File: config.mk
export PLATFORM = sky130hd
export DESIGN_NAME = relu_wb
export DESIGN_NICKNAME = d
export VERILOG_FILES = /design/src/rtl/relu_wb.sv
export SDC_FILE = /design/constraint.sdc
export NUM_CORES = 1
export LEC_CHECK = 0
export ABC_CLOCK_PERIOD_IN_PS = 6600
export BUFFER_PORTS_ARGS = -buffer_cell sky130_fd_sc_hd__buf_4
export CELL_PAD_IN_SITES_DETAIL_PLACEMENT = 1
export CELL_PAD_IN_SITES_GLOBAL_PLACEMENT = 1
export CORE_UTILIZATION = 45
export DETAILED_ROUTE_END_ITERATION = 12
export MAX_ROUTING_LAYER = met4
export PLACE_DENSITY = 0.95
export SLEW_MARGIN = 20
export SYNTH_ARGS = -nofsm -noshare
export SYNTH_HDL_FRONTEND = slang
export SYNTH_SLANG_ARGS = --single-unit
File: constraint.sdc
create_clock -name clk -period 6.6 [get_ports clk]
set_input_delay 1.32 -clock clk [delete_from_list [all_inputs] [get_ports clk]]
set_output_delay 1.32 -clock clk [all_outputs]
set_load 0.01 [all_outputs]
File: src/rtl/relu_wb.sv
// relu_wb: writeback stage for the two-lane MAC datapath.
// Captures a pair of signed accumulator results, applies ReLU, rescales by a
// rounding right shift, saturates to the activation width and writes the two
// words to activation memory on consecutive cycles at sequential addresses.
// After N_OUT neurons have been written the block parks in DONE until reset.
module relu_wb #(
  parameter int                    ACC_WIDTH   = 32,
  parameter int                    DATA_WIDTH  = 16,
  parameter int                    FRAC_SHIFT  = 8,
  parameter int                    ADDR_WIDTH  = 16,
  parameter logic [ADDR_WIDTH-1:0] ADDR_BASE_O = 16'h0000,
  parameter int                    N_OUT       = 32
) (
  input  logic                         clk,
  input  logic                         rst,
  input  logic                         start,
  input  logic                         reset,
  input  logic                         acc_valid,
  input  logic signed [ACC_WIDTH-1:0]  acc0,
  input  logic signed [ACC_WIDTH-1:0]  acc1,
  output logic                         acc_ready,
  output logic                         mem_we,
  output logic        [ADDR_WIDTH-1:0] mem_addr,
  output logic        [DATA_WIDTH-1:0] mem_wdata,
  output logic                         done
);

  typedef enum logic [2:0] {
    S_IDLE = 3'd0,
    S_WAIT = 3'd1,
    S_WR0  = 3'd2,
    S_WR1  = 3'd3,
    S_DONE = 3'd4
  } state_t;

  // Largest positive activation, e.g. 16'h7FFF for a 16-bit word.
  localparam logic [DATA_WIDTH-1:0] DATA_MAX = {1'b0, {(DATA_WIDTH-1){1'b1}}};
  // Rounding constant and saturation bound, both in the widened ACC_WIDTH+1 domain.
  localparam logic [ACC_WIDTH:0]    ROUND_C  = (ACC_WIDTH+1)'(1) << (FRAC_SHIFT-1);
  localparam logic [ACC_WIDTH:0]    SAT_C    = (ACC_WIDTH+1)'(DATA_MAX);
  // Counter value at which the write in flight is the layer's final neuron.
  localparam logic [31:0]           LAST_C   = 32'(N_OUT - 1);

  // ReLU, round-half-up rescale and saturate. The extra top bit keeps the
  // rounding add from wrapping for accumulators near the positive limit.
  function automatic logic [DATA_WIDTH-1:0] relu_scale(input logic signed [ACC_WIDTH-1:0] x);
    logic [ACC_WIDTH:0]    sum;
    logic [ACC_WIDTH:0]    shifted;
    logic [DATA_WIDTH-1:0] res;
    sum     = {1'b0, x} + ROUND_C;
    shifted = sum >> FRAC_SHIFT;
    if (x[ACC_WIDTH-1]) begin
      res = {DATA_WIDTH{1'b0}};
    end else if (shifted > SAT_C) begin
      res = DATA_MAX;
    end else begin
      res = shifted[DATA_WIDTH-1:0];
    end
    return res;
  endfunction

  state_t                r_state;
  logic [31:0]           r_cnt;
  logic [DATA_WIDTH-1:0] r_h0;
  logic [DATA_WIDTH-1:0] r_h1;

  logic [DATA_WIDTH-1:0] w_f0;
  logic [DATA_WIDTH-1:0] w_f1;
  logic                  w_last;
  logic [31:0]           w_cnt_inc;
  logic [ADDR_WIDTH-1:0] w_addr_cur;
  logic [ADDR_WIDTH-1:0] w_addr_nxt;

  assign w_f0       = relu_scale(acc0);
  assign w_f1       = relu_scale(acc1);
  assign w_last     = (r_cnt == LAST_C);
  assign w_cnt_inc  = r_cnt + 32'd1;
  // Addresses wrap naturally modulo 2^ADDR_WIDTH.
  assign w_addr_cur = ADDR_BASE_O + ADDR_WIDTH'(r_cnt);
  assign w_addr_nxt = ADDR_BASE_O + ADDR_WIDTH'(w_cnt_inc);

  // Sequencer: state, neuron counter, holding registers and Moore outputs,
  // with the outputs registered alongside the state they belong to.
  always_ff @(posedge clk or negedge rst) begin
    if (!rst) begin
      r_state   <= S_IDLE;
      r_cnt     <= 32'd0;
      r_h0      <= {DATA_WIDTH{1'b0}};
      r_h1      <= {DATA_WIDTH{1'b0}};
      acc_ready <= 1'b0;
      mem_we    <= 1'b0;
      mem_addr  <= {ADDR_WIDTH{1'b0}};
      mem_wdata <= {DATA_WIDTH{1'b0}};
      done      <= 1'b0;
    end else if (reset) begin
      // Soft clear wins over start and aborts any write in progress.
      r_state   <= S_IDLE;
      r_cnt     <= 32'd0;
      r_h0      <= {DATA_WIDTH{1'b0}};
      r_h1      <= {DATA_WIDTH{1'b0}};
      acc_ready <= 1'b0;
      mem_we    <= 1'b0;
      mem_addr  <= {ADDR_WIDTH{1'b0}};
      mem_wdata <= {DATA_WIDTH{1'b0}};
      done      <= 1'b0;
    end else begin
      case (r_state)
        S_IDLE: begin
          if (start) begin
            r_state   <= S_WAIT;
            r_cnt     <= 32'd0;
            acc_ready <= 1'b1;
          end
        end
        S_WAIT: begin
          // acc_ready is high throughout WAIT, so acc_valid alone is the handshake.
          if (acc_valid) begin
            r_h0      <= w_f0;
            r_h1      <= w_f1;
            r_state   <= S_WR0;
            acc_ready <= 1'b0;
            mem_we    <= 1'b1;
            mem_addr  <= w_addr_cur;
            mem_wdata <= w_f0;
          end
        end
        S_WR0: begin
          r_cnt <= w_cnt_inc;
          if (w_last) begin
            // Odd layer size: lane 1 of the final pair is dropped.
            r_state <= S_DONE;
            mem_we  <= 1'b0;
            done    <= 1'b1;
          end else begin
            r_state   <= S_WR1;
            mem_we    <= 1'b1;
            mem_addr  <= w_addr_nxt;
            mem_wdata <= r_h1;
          end
        end
        S_WR1: begin
          r_cnt  <= w_cnt_inc;
          mem_we <= 1'b0;
          if (w_last) begin
            r_state <= S_DONE;
            done    <= 1'b1;
          end else begin
            r_state   <= S_WAIT;
            acc_ready <= 1'b1;
          end
        end
        S_DONE: begin
          acc_ready <= 1'b0;
          mem_we    <= 1'b0;
          done      <= 1'b1;
        end
        default: begin
          r_state   <= S_IDLE;
          r_cnt     <= 32'd0;
          acc_ready <= 1'b0;
          mem_we    <= 1'b0;
          done      <= 1'b0;
        end
      endcase
    end
  end

endmodule

# Yosys cells after proc, flatten, opt, wreduce, memory -nomap -nowiden
# Cells that the tools add are included.
dict set report totals {
  elab_cells 78
  inputBits 69
  n_memories 0
  rom_bits 0
  latchBits 0
  mem_bits_rw 0
  reg_bits 86
}
dict set report classes {
  div 0
  mul 0
  shift 0
  n_bitwise 0
  n_addsub 3
  eq_ne 15
  n_lt_le_gt_ge 2
  mux 36
  reduce_logical 14
}
# cell count
set op_table {}
lappend op_table {{$mux 16} 13}
lappend op_table {{$pmux 32 s3} 1}
lappend op_table {{$add 32x8->33 const B} 2}
lappend op_table {{$mux 32} 2}
lappend op_table {{$pmux 16 s2} 2}
lappend op_table {{$gt 25x15->1 const B} 2}
lappend op_table {{$add 32x1->32 const B} 1}
lappend op_table {{$eq 32x5->1 const B} 1}
lappend op_table {{$mux 3} 5}
lappend op_table {{$pmux 3 s5} 1}
lappend op_table {{$ne 3x3->1 const B} 4}
lappend op_table {{$mux 1} 9}
lappend op_table {{$reduce_and 2->1} 4}
lappend op_table {{$eq 3x2->1 const B} 2}
lappend op_table {{$ne 2x2->1 const B} 3}
lappend op_table {{$pmux 1 s3} 2}
lappend op_table {{$reduce_and 3->1} 2}
lappend op_table {{$reduce_or 2->1} 3}
lappend op_table {{$ne 2x1->1 const B} 2}
lappend op_table {{$pmux 1 s4} 1}
lappend op_table {{$reduce_and 4->1} 1}
lappend op_table {{$reduce_bool 2->1} 2}
lappend op_table {{$eq 3x1->1 const B} 1}
lappend op_table {{$eq 3x3->1 const B} 1}
lappend op_table {{3 further kinds} 3}

# Depth between registers and ports, before layout
# Gate-level depths: netlist of run 1.
dict set report logic_depth {
  ltp_word 7
  ltp_mapped 9
  ltp_nobuf 7
}

# Least setup slack after synthesis of run 1
# Ideal clock, no wire load.
dict set report synth_path {
  kind {input -> register}
  startpoint {input acc0[14]}
  endpoint {register mem_wdata[13]}
  setup_slack_ps 3568
  path_stages 7
  arrival_time_ps 2898
  n_path_buf 1
  cell_sequence {nand4_2 > or3_1 > or3_1 > and3_4 > nor4_4 > buf_6 > o21ai_1}
}
dict set report synth_via {
  elab_chain_cells 7
}
# element line
set synth_rtl {}
lappend synth_rtl {{from (decl)} 19} ;# input logic signed [ACC_WIDTH-1:0] acc0,
lappend synth_rtl {{$add 32x8->33 (*)} 50} ;# sum = {1'b0, x} + ROUND_C;
lappend synth_rtl {{$gt 25x15->1} 54} ;# end else if (shifted > SAT_C) begin
lappend synth_rtl {{$mux 16 (*)} 54}
lappend synth_rtl {{$mux 16 (*)} 52} ;# if (x[ACC_WIDTH-1]) begin
lappend synth_rtl {{$mux 16 (*)} 117} ;# if (acc_valid) begin
lappend synth_rtl {{$pmux 16 s2 (*)} 107} ;# case (r_state)
lappend synth_rtl {{$mux 16 (*)} 95} ;# end else if (reset) begin
lappend synth_rtl {{to (signal assigned)} 93} ;# mem_wdata <= {DATA_WIDTH{1'b0}};
lappend synth_rtl {{to (signal assigned)} 104} ;# mem_wdata <= {DATA_WIDTH{1'b0}};
lappend synth_rtl {{to (signal assigned)} 124} ;# mem_wdata <= w_f0;
lappend synth_rtl {{to (decl)} 24} ;# output logic [DATA_WIDTH-1:0] mem_wdata,
# Every way passes the cells marked *; elsewhere a longest branch is shown, timed or not. The select of a mux whose other input is x is not followed.
# A chain may end at the register's enable or synchronous reset.

# Worst setup path in the final report of run 1
dict set report layout_path {
  startpoint {input acc1[7]}
  endpoint {register r_h1[8]}
}
dict set report layout_via {
  elab_chain_cells 7
}
# element line
set layout_rtl {}
lappend layout_rtl {{from (decl)} 20} ;# input logic signed [ACC_WIDTH-1:0] acc1,
lappend layout_rtl {{$add 32x8->33 (*)} 50}
lappend layout_rtl {{$gt 25x15->1} 54}
lappend layout_rtl {{$mux 16 (*)} 54}
lappend layout_rtl {{$mux 16 (*)} 52}
lappend layout_rtl {{$mux 16 (*)} 117}
lappend layout_rtl {{$mux 16 (*)} 107}
lappend layout_rtl {{$mux 16 (*)} 95}
lappend layout_rtl {{to (signal assigned)} 89} ;# r_h1 <= {DATA_WIDTH{1'b0}};
lappend layout_rtl {{to (signal assigned)} 100} ;# r_h1 <= {DATA_WIDTH{1'b0}};
lappend layout_rtl {{to (signal assigned)} 119} ;# r_h1 <= w_f1;
lappend layout_rtl {{to (decl)} 65} ;# logic [DATA_WIDTH-1:0] r_h1;
# Marks and branches as above.

==> results of run 1 <==
-- routing by layer --
layer / global-route usage (%) / routed length, um
met1: 41.86 / 7466
met2: 52.96 / 9100
met3: 4.742 / 1228
met4: 14.86 / 691
met5: - / 0
-- layout make-up --
cell class	count	area (um^2)	share of cell area, %
Clock inverter	6	92.59	1.473
Sequential cell	86	2152	34.24
Clock buffer	10	239.0	3.803
Multi-Input combinational cell	478	2879	45.81
Timing Repair Buffer	94	709.4	11.29
Inverter	10	37.54	0.5973
Tap cell	140	175.2	2.787
-- per-stage QoR --
step,util [%],std cells
6_report,56.98,824
5_1_grt,56.98,824
4_1_cts,56.89,824
3_5_place_dp,53.88,808
3_3_place_gp,53.88,808
2_1_floorplan,-,606
-- placed cells by master (no fill, tap or decap), drive strengths merged, types with 3 or more instances in the layout --
cell type,Yosys,routed
xnor2,21,21
nor4,17,17
and4,7,7
a41oi,3,3
nor2,50,50
o21ai,74,74
dfrtp,86,86
a222oi,13,13
inv,10,11
or3,6,6
a21oi,43,43
xor2,30,30
a31oi,22,22
ha,3,3
nand2,63,63
mux2i,4,4
nand4,28,28
buf,5,94
clkbuf,27,10
nor3,12,12
nand3,27,27
and3,14,14
nor3b,4,4
and2,7,7
-- logic make-up after synthesis --
| family | count (synthesis) | share of synthesized area (%) |
|---|---|---|
| AOI/OAI and AO/OA | 177 | 20.68 |
| xor gates and xnor gates | 51 | 8.623 |
| adders and majority gates | 3 | 0.7247 |
| buffers and inverters | 42 | 3.285 |
| DFF | 86 | 41.55 |
| muxes | 5 | 0.9904 |
| and+or+nand+nor | 242 | 24.15 |
-- worst paths after layout --
path | startpoint | endpoint | slack (ps) | depth (start not counted)
setup / recovery | acc1[7] | r_h1[8]$_DFFE_PN0P_ | 3260 | 8
hold / removal | mem_addr[2]$_DFFE_PN0P_ | mem_addr[2]$_DFFE_PN0P_ | 480 | 2
setup reg to reg | r_cnt[0]$_DFFE_PN0P_ | mem_addr[15]$_DFFE_PN0P_ | 3470 | 7
hold reg to reg | mem_addr[2]$_DFFE_PN0P_ | mem_addr[2]$_DFFE_PN0P_ | 480 | 2
max in group asynchronous | rst | r_cnt[13]$_DFFE_PN0P_ | 5040 | 1
min in group asynchronous | rst | r_cnt[18]$_DFFE_PN0P_ | 990 | 1
-- flip-flops by register name, indices dropped and copies added, names as in the netlist --
name,cells
acc_ready,1
done,1
mem_addr,16
mem_wdata,16
mem_we,1
r_cnt,32
r_h1,16
r_state,3
-- report_power, final --
| group | internal (mW) | switching, mW | total, mW |
|---|---|---|---|
| logic | 0.0647 | 0.103 | 0.168 |
| clock network | 0.344 | 0.227 | 0.571 |
| registers | 0.541 | 0.0156 | 0.556 |
| total | 0.949 | 0.346 | 1.29 |
-- worst max-delay path, cell delays in order --
cell and delay [ps]:
buf_4 90, ha_1 210, nand4_1 210, nor4_2 480, nor3b_1 330, mux2i_1 220, nand2_1 360, a31oi_1 360
==> out/results.ini, run 1 <==
[cts]
clockBufferDepth = 2
cts.hold.buffers_added = 0
cts_setup_buffers = 0
clk_pin_slew_worst_paths_ps = 70
tritoncts = yes
insertion_delay_ps = 360
cts_resized = 0
cts.sinks = 86
root_buffer = clkbuf_16
h-tree-depth = 3
cts_buffers = 9

[floorplan]
num_io_pins = 104
start_util_pct = 46.96
dieArea_um2 = 11940
core_um2 = 11030
die_w_um = 109.3
fp.dieH_um = 109.3
std_cell_rows = 38

[critical_path]
start_kind = primary input
crit_type = primary input to flip-flop
cp.required_ps = 6850
cp_max_fo = 15
endpoint_kind = flip-flop
arrival_ps = 3590

[synthesis]
synth_cell_types = 56
ys_ff_latch = 86
synth_area_leaders = dfrtp_1 42%, o21ai_0 6.1%, xor2_1 5.1%
synth_top_area_share_pct = 41.55
synth_nets = 678
avgSynthCellArea_um2 = 8.548
synthArstFlopShare_pct = 100.0
ys.flop_type = dfrtp_1
synth_area_um2 = 5180
syn_inst = 606
synth-seq-area-share_pct = 41.55
synth_area_leader_cell = dfrtp_1
synth_edf_count = 0
yosysWarnings = 0
synth_most_common_cell = dfrtp_1
synth_commonest_cells = 86 x dfrtp_1, 63 x nand2_1, 63 x o21ai_0, 50 x nor2_1, 43 x a21oi_1

[detailed_routing]
drt-total-wl_um = 18490
drtPass1Iterations = 5
ant_nets = 0
wl_per_cell_um = 22.44
drc = 0
num_vias = 5518
drtIter0Drc = 571
viasPerCell = 6.697

[timing]
fin_hold_ws_ps = 478.9
fmax_mhz = 299.5
period_minus_slack_ps = 3338
finalCritPeriodShare_pct = 50.58
hold_viol_final = 0
setup_viol = 0
setup_ws_ps = 3262
tightest_slew_ps = 967.5
finalSetupTns_ps = 0
relSlewSlack_pct = 35.26
slew_viol_final = 0
skew_ps = 11.13
rsz0062_at_grt = false

[flow_run]
maxCapViolations = 0

[global_route]
grt_pass1_vias = 5431
grt_max_degree = 87
grt_usage_pct = 33.12
antenna_found_initial = 0
overflow = 0
grt_pass1_wl_um = 29150

[placement]
io_buffer_count = 89
postPlaceCellArea_um2 = 5943
gp_congestion = 0.8707
place_ws_ps = 2888
dp_hpwl_um = 11370

[layout]
diodes = 0
drive_gt1_share_pct = 18.57
postLayoutCellArea_um2 = 6285
fillers = 1299
final_nets = 751
syn2layout_area_growth_pct = 21.33

[pwr]
power_density_nw_per_um2 = 206.1
total_power_mw = 1.295
peakVddDrop_v = 0.0001338
power_leakage_nw = 2.661

[outcome]
status = complete, no violations

[min_path]
min_path_type = flip-flop to flip-flop

Note: power is estimated with default switching activity, not from simulation.
==> inputs of run 2 (changes only) <==
ABC_CLOCK_PERIOD_IN_PS = 3400   (was 6600)
CORE_UTILIZATION = 41   (was 45)
PLACE_DENSITY = 0.9   (was 0.95)
clock period = 3.4 ns   (was 6.6 ns; I/O delays follow)
==> run 2 against run 1 <==
Compared with the run above:
- first-iteration DRC count down 27%
- utilization fell by 5.0 points
- sequential share of layout area fell by 0.20 points
- clock-buffer cell count rose by 3
- die area up 9.6%
- non-clock buffer count up 6
- sequential cell count unchanged
- design area is 0.58% higher
- register-to-register slack got worse by 3200 ps
- hold slack worse by 55 ps
- cell count up 4.1%
- critical endpoint is now mem_wdata[9]$_DFFE_PN0P_
- largest cell class unchanged
- largest power group is now registers
==> out/results.ini, run 2 (same netlist as run 1, synthesis figures left out) <==
[detailed_routing]
viasPerCell = 6.156  ; -8.1%
ant_nets = 0  ; unchanged
drc = 0  ; unchanged
drtIter0Drc = 415  ; -27%
drt-total-wl_um = 17080  ; -7.6%
drtPass1Iterations = 5  ; unchanged
num_vias = 5282  ; -4.3%
wl_per_cell_um = 19.90  ; -11%

[outcome]
status = complete, no violations

[layout]
final_nets = 757  ; +0.80%
fin_util_pct = 51.98  ; -5.0 points
largest_reg_flops = 32  ; unchanged
top_register = r_cnt
final_common_cell = buf_4
drive_gt1_share_pct = 18.55  ; about the same
most-common-layout-cells = 100 x buf_4, 86 x dfrtp_1, 63 x nand2_1, 63 x o21ai_0, 50 x nor2_1
diodes = 0  ; unchanged
syn2layout_area_growth_pct = 22.03
fillers = 1466  ; +13%

[global_route]
grt_max_degree = 66  ; -24%
grt_util_met3_pct = 4.394  ; -0.35 points
overflow = 0  ; unchanged
grt.busiest_layer = met2
grt_pass1_wl_um = 27800  ; -4.6%
met2_usage_pct = 45.49  ; -7.5 points
grt_pass1_vias = 5466  ; +0.64%
antenna_found_initial = 0  ; unchanged
grt_util_met1_pct = 34.44  ; -7.4 points
grt_usage_pct = 27.71  ; -5.4 points

[floorplan]
core_um2 = 12160  ; +10%
start_util_pct = 42.59  ; -4.4 points
die_w_um = 114.4  ; +4.7%
num_io_pins = 104  ; unchanged
std_cell_rows = 40  ; +5.3%
dieArea_um2 = 13090  ; +9.6%
fp.dieH_um = 114.4  ; +4.7%

[critical_path]
endpoint_kind = flip-flop
critical_path.slowest_cell = o31a_1
crit_type = flip-flop to flip-flop
cp_max_fo = 17  ; +2
path_cells = ha_1, and4_1, nand3_1, nor3_1, o31a_1, a222oi_1, o21ai_0
cp.required_ps = 3620  ; -3230 ps
regToRegStartpoint = r_cnt[0]$_DFFE_PN0P_
max_stage_delay_ps = 740  ; +260 ps
arrival_ps = 3360  ; -230 ps
start_kind = flip-flop
startpoint = r_cnt[0]$_DFFE_PN0P_

[cts]
cts.sinks = 86  ; unchanged
clk_pin_slew_worst_paths_ps = 60  ; about the same
cts_setup_buffers = 0  ; unchanged
root_buffer = clkbuf_16
tritoncts = yes
clockBufferDepth = 2  ; unchanged
cts_buffers = 9  ; unchanged
insertion_delay_ps = 350  ; about the same
cts.hold.buffers_added = 0  ; unchanged
cts_resized = 0  ; unchanged
h-tree-depth = 3  ; unchanged

[placement]
gp_congestion = 0.8924  ; +2.5%
dp_hpwl_um = 12150  ; +6.9%
io_buffer_count = 89  ; unchanged

[timing]
tightest_slew_ps = 1029  ; +61.19 ps
finalSetupTns_ps = 0  ; unchanged
fmax_mhz = 319.4
hold_viol_final = 0  ; unchanged
skew_ps = 8.647  ; -2.482 ps
setup_viol = 0  ; unchanged
slew_viol_final = 0  ; unchanged
relSlewSlack_pct = 31.17  ; -4.1 points
period_minus_slack_ps = 3131
rsz0062_at_grt = false
finalCritPeriodShare_pct = 92.08

[pwr]
power_density_nw_per_um2 = 382.6  ; +86%
peakVddDrop_v = 0.0002421  ; +81%
power_leakage_nw = 2.679  ; +0.69%

[flow_run]
maxCapViolations = 0  ; unchanged

[min_path]
min_path_type = primary input to asynchronous set/reset pin

-- run 2: path summary, 6_finish.rpt --
kind,to,slack (ps),cells past startpoint
max,mem_wdata[9]$_DFFE_PN0P_,270,7
min,r_cnt[15]$_DFFE_PN0P_,420,1
max reg2reg,mem_wdata[9]$_DFFE_PN0P_,270,7
min reg2reg,mem_addr[12]$_DFFE_PN0P_,480,2
max in group asynchronous,mem_addr[6]$_DFFE_PN0P_,2260,2
min in group clk,mem_addr[12]$_DFFE_PN0P_,480,2
-- run 2: critical path, delay by kind of cell, from the launching register on --
family / cells / cell delay, ps
and+or+nand+nor: 3 / 930
DFF: 1 / 470
AOI/OAI and AO/OA: 3 / 1230
adders and majority gates: 1 / 380
-- run 2: power by group --
group	switching (mW)	internal (mW)	leakage [nW]	total, mW
combinational	0.199	0.129	1.34	0.328
clock	0.403	0.609	0.146	1.01
sequential	0.0291	1.05	1.19	1.08
total	0.631	1.79	2.68	2.42
-- run 2: per-stage QoR --
| stage | std cells | hold WS (ps) | power, mW | area [um^2] | setup slack (ps) |
|---|---|---|---|---|---|
| after floorplan | 606 | 384.4 | 1.230 | 5180 | 1008 |
| after global placement | 842 | 468.2 | 1.390 | 6018 | 548.1 |
| after detailed placement | 842 | 471.3 | 1.415 | 6018 | 370.2 |
| after CTS | 858 | 469.7 | 2.418 | 6321 | 338.5 |
| after global routing | 858 | 494.0 | 2.491 | 6321 | 178.1 |
| final | 858 | 423.5 | 2.419 | 6321 | 269.4 |
-- run 2: final cells by class --
class                      count  area [um^2]  area share, %
sequential                    86         2152          34.05
clock buffer                  13        260.3          4.117
multi-input combinational    478         2868          45.37
timing repair buffer         100        750.7          11.88
inverter                      10        37.54         0.5938
tap                          168        210.2          3.325
clock inverter                 3        42.54         0.6730
-- run 2: routing by layer --
metal  up-vias  wire length, um
met5         -                0
li1       2413                -
met2       187             8495
met4         0              399
met3        35             1001
met1      2647             7182
==> inputs of run 3 (changes only) <==
MAX_ROUTING_LAYER = default   (was met4)
SKIP_LAST_GASP = 1   (was default)
==> run 3 against run 2 <==
Compared with the run above:
- combinational power hardly changed
- first-iteration DRC count up 3.6%
- register-to-register slack about the same
- largest power group unchanged
- non-clock buffer count unchanged
- sequential cell count did not move
- largest cell class unchanged
==> out/results.ini, run 3 (same netlist as run 1, synthesis figures left out) <==
[critical_path]
cp.required_ps = 3630  ; about the same
cp_max_fo = 17  ; unchanged
arrival_ps = 3350  ; about the same
regToRegStartpoint = r_cnt[0]$_DFFE_PN0P_
start_kind = flip-flop
crit_type = flip-flop to flip-flop
endpoint_kind = flip-flop
startpoint = r_cnt[0]$_DFFE_PN0P_

[cts]
root_buffer = clkbuf_16
h-tree-depth = 3  ; unchanged
cts_resized = 0  ; unchanged
clk_pin_slew_worst_paths_ps = 70  ; about the same
tritoncts = yes
clockBufferDepth = 2  ; unchanged
cts_buffers = 9  ; unchanged
cts.sinks = 86  ; unchanged
insertion_delay_ps = 350  ; about the same
cts.hold.buffers_added = 0  ; unchanged
cts_setup_buffers = 0  ; unchanged

[timing]
fmax_mhz = 320.5  ; +0.32%
finalSetupTns_ps = 0  ; unchanged
period_minus_slack_ps = 3121  ; -10.03 ps
fin_hold_ws_ps = 422.2  ; -1.303 ps
setup_ws_ps = 279.4  ; +10.03 ps
skew_ps = 10.90  ; +2.252 ps
setup_viol = 0  ; unchanged
relSlewSlack_pct = 30.51  ; -0.66 points
finalCritPeriodShare_pct = 91.78  ; -0.29 points
slew_viol_final = 0  ; unchanged
hold_viol_final = 0  ; unchanged
rsz0062_at_grt = false
tightest_slew_ps = 1038  ; +9.789 ps

[pwr]
power_density_nw_per_um2 = 382.5  ; about the same
total_power_mw = 2.418  ; about the same
power_leakage_nw = 2.679  ; unchanged
peakVddDrop_v = 0.0002415  ; -0.24%

[layout]
largest_reg_flops = 32  ; unchanged
drive_gt1_share_pct = 18.55  ; unchanged
diodes = 0  ; unchanged
postLayoutCellArea_um2 = 6321  ; unchanged
final_common_cell = buf_4
fin_util_pct = 51.98  ; unchanged
final_nets = 757  ; unchanged
syn2layout_area_growth_pct = 22.03  ; unchanged
most-common-layout-cells = 100 x buf_4, 86 x dfrtp_1, 63 x nand2_1, 63 x o21ai_0, 50 x nor2_1
top_register = r_cnt
instances_no_fill = 858  ; unchanged

[detailed_routing]
top_layer = met4
viasPerCell = 6.160  ; about the same
drc = 0  ; unchanged
ant_nets = 0  ; unchanged
m1WireLength_um = 7181  ; about the same
wl_met2_um = 8481  ; -0.16%
drtPass1Iterations = 5  ; unchanged
drtIter0Drc = 430  ; +3.6%
wl_per_cell_um = 19.88  ; -0.15%
num_vias = 5285  ; +0.057%
drt-total-wl_um = 17050  ; -0.15%
wl_met3_um = 943  ; -5.8%

[placement]
postPlaceCellArea_um2 = 6018  ; unchanged
gp_congestion = 0.8779  ; -1.6%
io_buffer_count = 89  ; unchanged
place_ws_ps = 370.2  ; unchanged
dp_hpwl_um = 12150  ; unchanged
placedCellCount = 842  ; unchanged

[global_route]
grt_pass1_vias = 5472  ; +0.11%
grt_pass1_wl_um = 27830  ; about the same
grt_max_degree = 66  ; unchanged
antenna_found_initial = 0  ; unchanged
grt_usage_pct = 26.91  ; -0.80 points
overflow = 0  ; unchanged

[floorplan]
num_io_pins = 104  ; unchanged
std_cell_rows = 40  ; unchanged
start_util_pct = 42.59  ; unchanged
die_w_um = 114.4  ; unchanged
dieArea_um2 = 13090  ; unchanged
core_um2 = 12160  ; unchanged
fp.dieH_um = 114.4  ; unchanged

[min_path]
min_path_type = primary input to asynchronous set/reset pin

[outcome]
status = complete, no violations

[flow_run]
maxCapViolations = 0  ; unchanged

run 3: cell counts in the layout (fill, tap and decap cells not counted):
Identical to the previous run, type by type.
run 3: critical path, cell delays in order, from the launching register on:
cell and delay (ps):
dfrtp_1 470, ha_1 380, and4_1 310, nand3_1 130, nor3_1 480, o31a_1 730, a222oi_1 290, o21ai_0 200
run 3: layer usage:
metal | GRT usage (%) | up-vias
met3 | 4.500 | 43
met4 | 10.56 | 0
met1 | 34.44 | 2653
met5 | 0 | -
li1 | - | 2414
met2 | 45.45 | 175
run 3: worst paths after layout:
path	to	slack, ps	cells after the start
worst max register to register	mem_wdata[9]$_DFFE_PN0P_	280	7
worst max-delay path	mem_wdata[9]$_DFFE_PN0P_	280	7
min in group clk	mem_addr[12]$_DFFE_PN0P_	480	2
worst min-delay path	r_cnt[15]$_DFFE_PN0P_	420	1
worst min register to register	mem_addr[12]$_DFFE_PN0P_	480	2
max in group asynchronous	mem_addr[6]$_DFFE_PN0P_	2260	2
run 3: cell type report:
cell class / instances / area, um^2
clock buffer: 13 / 260.3
clock inverter: 3 / 42.54
fill: 1466 / 5841
inverter: 10 / 37.54
multi-input combinational: 478 / 2868
sequential: 86 / 2152
tap: 168 / 210.2
timing repair buffer: 100 / 750.7
run 3: power by group:
part           internal (mW)  leakage [nW]  switching, mW
registers               1.05          1.19         0.0289
logic                  0.129          1.34          0.198
clock network          0.609         0.146          0.402
total                   1.79          2.68          0.630
